$ cat config.mk
export PLATFORM = sky130hd
export DESIGN_NAME = dmem_arbiter_flat
export DESIGN_NICKNAME = d
export VERILOG_FILES = /design/src/rtl/dmem_arbiter_pkg.sv /design/src/rtl/dmem_arbiter_if.sv /design/src/rtl/dmem_addr_decode.sv /design/src/rtl/dmem_arbiter.sv /design/src/flat_wrapper.sv
export SDC_FILE = /design/constraint.sdc
export NUM_CORES = 1
export LEC_CHECK = 0
export ABC_AREA = 1
export CAP_MARGIN = 20
export CORE_ASPECT_RATIO = 1.1
export CORE_UTILIZATION = 43
export DETAILED_ROUTE_END_ITERATION = 6
export GPL_ROUTABILITY_DRIVEN = 0
export GPL_TIMING_DRIVEN = 0
export HOLD_SLACK_MARGIN = 0.03
export PLACE_DENSITY_LB_ADDON = 0.2
export SLEW_MARGIN = 40
export SYNTH_ARGS = -nofsm -noshare
export SYNTH_HDL_FRONTEND = slang
export SYNTH_SLANG_ARGS = --single-unit
$ cat constraint.sdc
create_clock -name clk -period 1.9 [get_ports clk]
set_input_delay 0.19 -clock clk [delete_from_list [all_inputs] [get_ports clk]]
set_output_delay 0.19 -clock clk [all_outputs]
set_load 0.1 [all_outputs]
$ cat src/rtl/dmem_arbiter_pkg.sv
// rtl/dmem_arbiter_pkg.sv - shared types and constants for the data-memory arbiter
package dmem_arbiter_pkg;

   typedef enum logic [1:0] {
      IDLE  = 2'd0,
      ISSUE = 2'd1,
      RESP  = 2'd2
   } state_e;

   typedef enum logic {
      CORE  = 1'b0,
      DEBUG = 1'b1
   } owner_e;

   localparam logic [31:0] ERR_DATA  = 32'hDEAD_BEEF;
   localparam logic [5:0]  LED_RESET = 6'b111111;

endpackage

$ cat src/rtl/dmem_arbiter_if.sv
// rtl/dmem_arbiter_if.sv - core and debug-loader request/response bus into the arbiter
interface dmem_arbiter_if;

   logic        c_req;
   logic        c_we;
   logic [31:0] c_addr;
   logic [31:0] c_wdata;
   logic [31:0] c_rdata;
   logic        c_ready;

   logic        d_req;
   logic        d_we;
   logic        d_lock;
   logic [31:0] d_addr;
   logic [31:0] d_wdata;
   logic [31:0] d_rdata;
   logic        d_ready;

   modport master (
      output c_req, c_we, c_addr, c_wdata,
      input  c_rdata, c_ready,
      output d_req, d_we, d_lock, d_addr, d_wdata,
      input  d_rdata, d_ready
   );

   modport slave (
      input  c_req, c_we, c_addr, c_wdata,
      output c_rdata, c_ready,
      input  d_req, d_we, d_lock, d_addr, d_wdata,
      output d_rdata, d_ready
   );

endinterface

$ cat src/rtl/dmem_addr_decode.sv
// rtl/dmem_addr_decode.sv - combinational byte-address decode into RAM, LED register or unmapped
module dmem_addr_decode
   import dmem_arbiter_pkg::*;
#(
   parameter logic [31:0] LED_ADDR  = 32'h0000_0020,
   parameter int unsigned RAM_WORDS = 16
) (
   input  logic [31:0] addr_i,
   output logic        is_ram_o,
   output logic        is_led_o,
   output logic        is_unmapped_o
);

   localparam logic [29:0] LED_WORD  = LED_ADDR[31:2];
   localparam logic [29:0] RAM_LIMIT = 30'(RAM_WORDS);

   // The LED word may alias into the RAM window, so it takes priority.
   assign is_led_o      = (addr_i[31:2] == LED_WORD);
   assign is_ram_o      = !is_led_o && (addr_i[31:2] < RAM_LIMIT);
   assign is_unmapped_o = !is_led_o && !is_ram_o;

endmodule

$ cat src/rtl/dmem_arbiter.sv
// rtl/dmem_arbiter.sv - round-robin core/debug arbiter over a shared data RAM and LED register
module dmem_arbiter
   import dmem_arbiter_pkg::*;
#(
   parameter logic [31:0] LED_ADDR  = 32'h0000_0020,
   parameter int unsigned RAM_WORDS = 16
) (
   input  logic                         clk,
   input  logic                         sys_rst_n,
   dmem_arbiter_if.slave                bus,
   output logic [$clog2(RAM_WORDS)-1:0] ram_ad_o,
   output logic [31:0]                  ram_di_o,
   output logic                         ram_wre_o,
   input  logic [31:0]                  ram_dout_i,
   output logic [5:0]                   led_o,
   output logic                         err_o
);

   localparam int AW = $clog2(RAM_WORDS);

   state_e      state_q, state_d;
   owner_e      owner_q, owner_d;
   owner_e      last_q, last_d;
   logic        we_q, we_d;
   logic [31:0] addr_q, addr_d;
   logic [31:0] wdata_q, wdata_d;
   logic [5:0]  led_q, led_d;
   logic        c_ready_q, c_ready_d;
   logic        d_ready_q, d_ready_d;
   logic        err_q, err_d;
   logic [31:0] c_rdata_q, c_rdata_d;
   logic [31:0] d_rdata_q, d_rdata_d;

   logic        is_ram, is_led, is_unmapped;
   logic        core_ok;
   logic        take;
   owner_e      gnt;
   logic [31:0] rd_data;

   dmem_addr_decode #(
      .LED_ADDR  (LED_ADDR),
      .RAM_WORDS (RAM_WORDS)
   ) u_decode (
      .addr_i        (addr_q),
      .is_ram_o      (is_ram),
      .is_led_o      (is_led),
      .is_unmapped_o (is_unmapped)
   );

   // A locked debug owner shuts the core out until the lock is released.
   assign core_ok = bus.c_req && !(bus.d_lock && (last_q == DEBUG));

   assign rd_data = is_led ? {26'b0, ~led_q} :
                    is_ram ? ram_dout_i      : ERR_DATA;

   always_comb begin
      state_d   = state_q;
      owner_d   = owner_q;
      last_d    = last_q;
      we_d      = we_q;
      addr_d    = addr_q;
      wdata_d   = wdata_q;
      led_d     = led_q;
      c_ready_d = 1'b0;
      d_ready_d = 1'b0;
      err_d     = 1'b0;
      c_rdata_d = c_rdata_q;
      d_rdata_d = d_rdata_q;
      take      = 1'b0;
      gnt       = CORE;

      case (state_q)
         IDLE: begin
            if (bus.d_req && core_ok) begin
               take = 1'b1;
               gnt  = (last_q == CORE) ? DEBUG : CORE;
            end else if (bus.d_req) begin
               take = 1'b1;
               gnt  = DEBUG;
            end else if (core_ok) begin
               take = 1'b1;
               gnt  = CORE;
            end
            if (take) begin
               state_d = ISSUE;
               owner_d = gnt;
               last_d  = gnt;
               we_d    = (gnt == DEBUG) ? bus.d_we    : bus.c_we;
               addr_d  = (gnt == DEBUG) ? bus.d_addr  : bus.c_addr;
               wdata_d = (gnt == DEBUG) ? bus.d_wdata : bus.c_wdata;
            end
         end
         ISSUE: begin
            state_d = RESP;
            if (we_q && is_led) begin
               led_d = ~wdata_q[5:0];
            end
         end
         RESP: begin
            state_d = IDLE;
            err_d   = is_unmapped;
            if (owner_q == DEBUG) begin
               d_ready_d = 1'b1;
               d_rdata_d = rd_data;
            end else begin
               c_ready_d = 1'b1;
               c_rdata_d = rd_data;
            end
         end
         default: state_d = IDLE;
      endcase
   end

   always_ff @(posedge clk or negedge sys_rst_n) begin
      if (!sys_rst_n) begin
         state_q   <= IDLE;
         owner_q   <= CORE;
         last_q    <= CORE;
         we_q      <= 1'b0;
         addr_q    <= '0;
         wdata_q   <= '0;
         led_q     <= LED_RESET;
         c_ready_q <= 1'b0;
         d_ready_q <= 1'b0;
         err_q     <= 1'b0;
         c_rdata_q <= '0;
         d_rdata_q <= '0;
      end else begin
         state_q   <= state_d;
         owner_q   <= owner_d;
         last_q    <= last_d;
         we_q      <= we_d;
         addr_q    <= addr_d;
         wdata_q   <= wdata_d;
         led_q     <= led_d;
         c_ready_q <= c_ready_d;
         d_ready_q <= d_ready_d;
         err_q     <= err_d;
         c_rdata_q <= c_rdata_d;
         d_rdata_q <= d_rdata_d;
      end
   end

   assign ram_ad_o    = addr_q[AW+1:2];
   assign ram_di_o    = wdata_q;
   assign ram_wre_o   = (state_q == ISSUE) && we_q && is_ram;
   assign led_o       = led_q;
   assign err_o       = err_q;
   assign bus.c_ready = c_ready_q;
   assign bus.d_ready = d_ready_q;
   assign bus.c_rdata = c_rdata_q;
   assign bus.d_rdata = d_rdata_q;

endmodule

$ cat src/flat_wrapper.sv
// flat-port wrapper written by rule: the top's interface ports become plain ports
module dmem_arbiter_flat import dmem_arbiter_pkg::*;
#(
   parameter logic [31:0] LED_ADDR  = 32'h0000_0020,
   parameter int unsigned RAM_WORDS = 16
)
  (clk, sys_rst_n, ram_ad_o, ram_di_o, ram_wre_o, ram_dout_i, led_o, err_o, bus_c_req, bus_c_we, bus_c_addr, bus_c_wdata, bus_c_rdata, bus_c_ready, bus_d_req, bus_d_we, bus_d_lock, bus_d_addr, bus_d_wdata, bus_d_rdata, bus_d_ready);
  dmem_arbiter_if bus_i ();
  input  logic clk;
  input  logic sys_rst_n;
  output logic [$clog2(RAM_WORDS)-1:0] ram_ad_o;
  output logic [31:0] ram_di_o;
  output logic ram_wre_o;
  input  logic [31:0] ram_dout_i;
  output logic [5:0] led_o;
  output logic err_o;
  input wire logic [$bits(bus_i.c_req)-1:0] bus_c_req;
  input wire logic [$bits(bus_i.c_we)-1:0] bus_c_we;
  input wire logic [$bits(bus_i.c_addr)-1:0] bus_c_addr;
  input wire logic [$bits(bus_i.c_wdata)-1:0] bus_c_wdata;
  output wire logic [$bits(bus_i.c_rdata)-1:0] bus_c_rdata;
  output wire logic [$bits(bus_i.c_ready)-1:0] bus_c_ready;
  input wire logic [$bits(bus_i.d_req)-1:0] bus_d_req;
  input wire logic [$bits(bus_i.d_we)-1:0] bus_d_we;
  input wire logic [$bits(bus_i.d_lock)-1:0] bus_d_lock;
  input wire logic [$bits(bus_i.d_addr)-1:0] bus_d_addr;
  input wire logic [$bits(bus_i.d_wdata)-1:0] bus_d_wdata;
  output wire logic [$bits(bus_i.d_rdata)-1:0] bus_d_rdata;
  output wire logic [$bits(bus_i.d_ready)-1:0] bus_d_ready;
  assign bus_i.c_req = bus_c_req;
  assign bus_i.c_we = bus_c_we;
  assign bus_i.c_addr = bus_c_addr;
  assign bus_i.c_wdata = bus_c_wdata;
  assign bus_c_rdata = bus_i.c_rdata;
  assign bus_c_ready = bus_i.c_ready;
  assign bus_i.d_req = bus_d_req;
  assign bus_i.d_we = bus_d_we;
  assign bus_i.d_lock = bus_d_lock;
  assign bus_i.d_addr = bus_d_addr;
  assign bus_i.d_wdata = bus_d_wdata;
  assign bus_d_rdata = bus_i.d_rdata;
  assign bus_d_ready = bus_i.d_ready;
  dmem_arbiter #(.LED_ADDR(LED_ADDR), .RAM_WORDS(RAM_WORDS)) u_core (.clk(clk), .sys_rst_n(sys_rst_n), .bus(bus_i), .ram_ad_o(ram_ad_o), .ram_di_o(ram_di_o), .ram_wre_o(ram_wre_o), .ram_dout_i(ram_dout_i), .led_o(led_o), .err_o(err_o));
endmodule
==> metrics.csv, run 1 <==
stage,metric,value,unit
outcome,status,"finished, violations left",
outcome,violations,negative setup slack,
drt,ant_nets,0,
clocking,clock_latency,0.43,ns
yosys,yosysWarnings,0,
yosys,syn_area,6440,µm²
timing,hold_viol,0,
global_routing,grt_use_total,26.4,%
worst_setup_path,r2r-start,u_core.addr_q[14]$_DFFE_PN0P_,
floorplan,fp.dieArea,15500,µm²
yosys,yosysMostFrequentCell,nand2_1,
global_routing,grt_pass1_wl,31400,µm
timing,relSlewSlack,64.2,%
placement,io_buffers,272,
global_routing,grtUsageMet2,45.6,%
yosys,ys_seq_area_share,54.1,%
worst_setup_path,path_class,flip-flop to primary output,
timing,setup_viol,1,
clocking,clkSinkCount,139,
yosys,synth_largest_area_cell,dfrtp_1,
worst_setup_path,startpoint,u_core.addr_q[14]$_DFFE_PN0P_,
final_layout,drive_gt1_share,22.4,%
yosys,syn_inst,789,
final_layout,antenna_cells,0,
yosys,synthesis.nets,956,
worst_setup_path,cp.arrival,1.80,ns
global_routing,antenna_found_initial,0,
worst_setup_path,critPathCaptureType,primary output,
yosys,yosysTopAreaCellShare,51.7,%
yosys,synthTopCellsByArea,"dfrtp_1, nand2_1, a21oi_1, nor2_1, inv_1",
yosys,async_flop_share,100,%
global_routing,busiest_layer,met2,
worst_setup_path,critPathMaxStageDelay,0.41,ns
yosys,postSynthAreaPerCell,8.16,µm²
drt,wl_per_cell,15.3,µm
drt,drc,0,
worst_hold_path,hold_path.class,input pin to asynchronous set/reset pin,
drt,via_count,6287,
global_routing,overflow,0,
timing,worst_slew_pin_slew,0.537,ns
global_routing,gr-usage-met3,8.48,%
yosys,synth_edf_count,0,
drt,first_pass_iters,4,
drt,wirelength,19900,µm
worst_setup_path,slowest_stage,dfrtp_1,
worst_setup_path,critPathMaxFanout,3,
flow_run,max_cap_violations,0,
yosys,ys_ff_latch,139,
clocking,clk_pin_slew,0.05,ns
clocking,cts-root-buf,clkbuf_16,
floorplan,rows,46,
global_routing,use_met1,31.3,%
worst_setup_path,crit_top_cell,nor2_4,
timing,fmax,0.502,GHz
worst_setup_path,cp_cell_sequence,nor2_4 > nand2_1 > nor2_2 > nand2_2 > nor2_8 > nand2_8 > nor2_4 > buf_12,
final_layout,fill_cells,1286,
yosys,ys_types,26,
floorplan,io_pins,277,
final_layout,fin_nets,1260,
final_layout,syn2layout_area_growth,49.9,%
clocking,cts_buffers,17,
placement,hpwl,14800,µm
timing,final-max-slew-violation-count,0,
yosys,synth_common_cells,"nand2_1, dfrtp_1, a21oi_1",
drt,first_iter_violations,414,
timing,fin_crit_sh,105,%
timing,setup_ws,-0.0913,ns
worst_setup_path,cp-start-kind,flip-flop,
timing,fin_crit,1.99,ns
floorplan,dieWidth,119,µm
floorplan,coreArea,14500,µm²
timing,rsz0062_at_grt,true,
clocking,cts_tree,done,
clocking,clockBufferDepth,2,
floorplan,die_h,130,µm
global_routing,grt_pass1_vias,6108,
worst_setup_path,worstPathRequired,1.71,ns
floorplan,initial_core_util,44.4,%
drt,vias_per_cell,4.84,
clocking,htreeDepth,4,
timing,clock_skew,0.00629,ns
global_routing,grt_max_degree,72,
timing,tns,-0.0913,ns
yosys,synthFlopType,dfrtp_1,
[cells in the final DEF, fill, tap and decap left out, drive strengths merged]
master         count
a21oi            104
and2               2
buf              156
bufinv             2
clkbuf            40
clkdlybuf4s50    161
clkinv             4
dfrtp            133
dfstp              6
dlygate4sd3        1
inv               59
nand2            261
nand3             20
nand3b             6
nand4              3
nor2              99
o21ai             38
o22ai             11
[final cells by class]
cell class              count  area [µm²]  area share [%]
clock buffers              26         509            5.27
multi-input cells         544        2530            26.2
flip-flops and latches    139        3490            36.1
plain buffers              47         275            2.85
well taps                 192         240            2.49
repair buffers            285        2310            23.9
clock inverters             6        83.8           0.868
inverters                  59         221            2.29
[flip-flops by register name, indices dropped and copies added, names as in the netlist, 2 cells and up]
name,count
u_core.bus.c_rdata,32
u_core.ram_di_o,32
u_core.state_q,2
u_core.addr_q,30
u_core.bus.d_rdata,32
u_core.led_o,6
[routing by layer]
layer	routed length, µm	part of all wire, %
met1	7810	39
met2	10100	51
met3	1600	8.0
met4	417	2.1
met5	0	0
[critical path: cells and delay by family, from the launching register on]
family | cells | cell delay (ns)
simple gates | 7 | 0.78
flops | 1 | 0.41
buf+inv | 1 | 0.18
[worst paths after layout]
path	endpoint	slack, ns	cells after the start
max in group asynchronous	u_core.addr_q[17]$_DFFE_PN0P_	0.85	3
min in group clk	u_core.ram_di_o[28]$_DFFE_PN0P_	0.32	3
max reg2reg	u_core.bus.c_rdata[19]$_DFFE_PN0P_	0.19	10
min reg2reg	u_core.state_q[1]$_DFFE_PN0P_	0.46	1
min	u_core.bus.d_rdata[26]$_DFFE_PN0P_	0.32	2
max	ram_wre_o	-0.09	8
[kinds of logic (layout without fill, tap and decap cells)]
kind of cell	Yosys count	after routing	synth area share (%)
buf+inv	106	423	7.71
compound gates	153	153	13.2
flops	139	139	54.1
simple gates	391	391	25.0
[metrics by stage]
stage | util, % | area, µm² | cells | hold WS [ns] | setup WS, ns
floorplan | - | 6450 | 789 | -0.106 | 0.159
global placement | 64.9 | 9410 | 1253 | 0.446 | -4.92
detailed placement | 61.3 | 8890 | 1254 | 0.185 | -0.137
CTS | 66.1 | 9580 | 1292 | 0.305 | -0.133
global route | 66.6 | 9660 | 1298 | 0.320 | -0.171
finish | 66.6 | 9660 | 1298 | 0.316 | -0.0913
[timing repair]
item,CTS,global route
setup buffers,5,6
setup endpoints to repair,1,21
gates resized for setup,10,12
endpoints found under the hold margin,64,0
hold buffers,1,0
pin swaps,5,11
Power of run 1 is not shown: default switching activity piles up to over one toggle a cycle in this logic, so the estimate is an artifact.
==> run 2: changes to the inputs <==
Settings changed: HOLD_SLACK_MARGIN 0.03 to 0.12.
==> results of run 2 <==
The final DEF is identical to that of run 1; final timing and power are the same.
Power of run 2 is left out for the same reason.
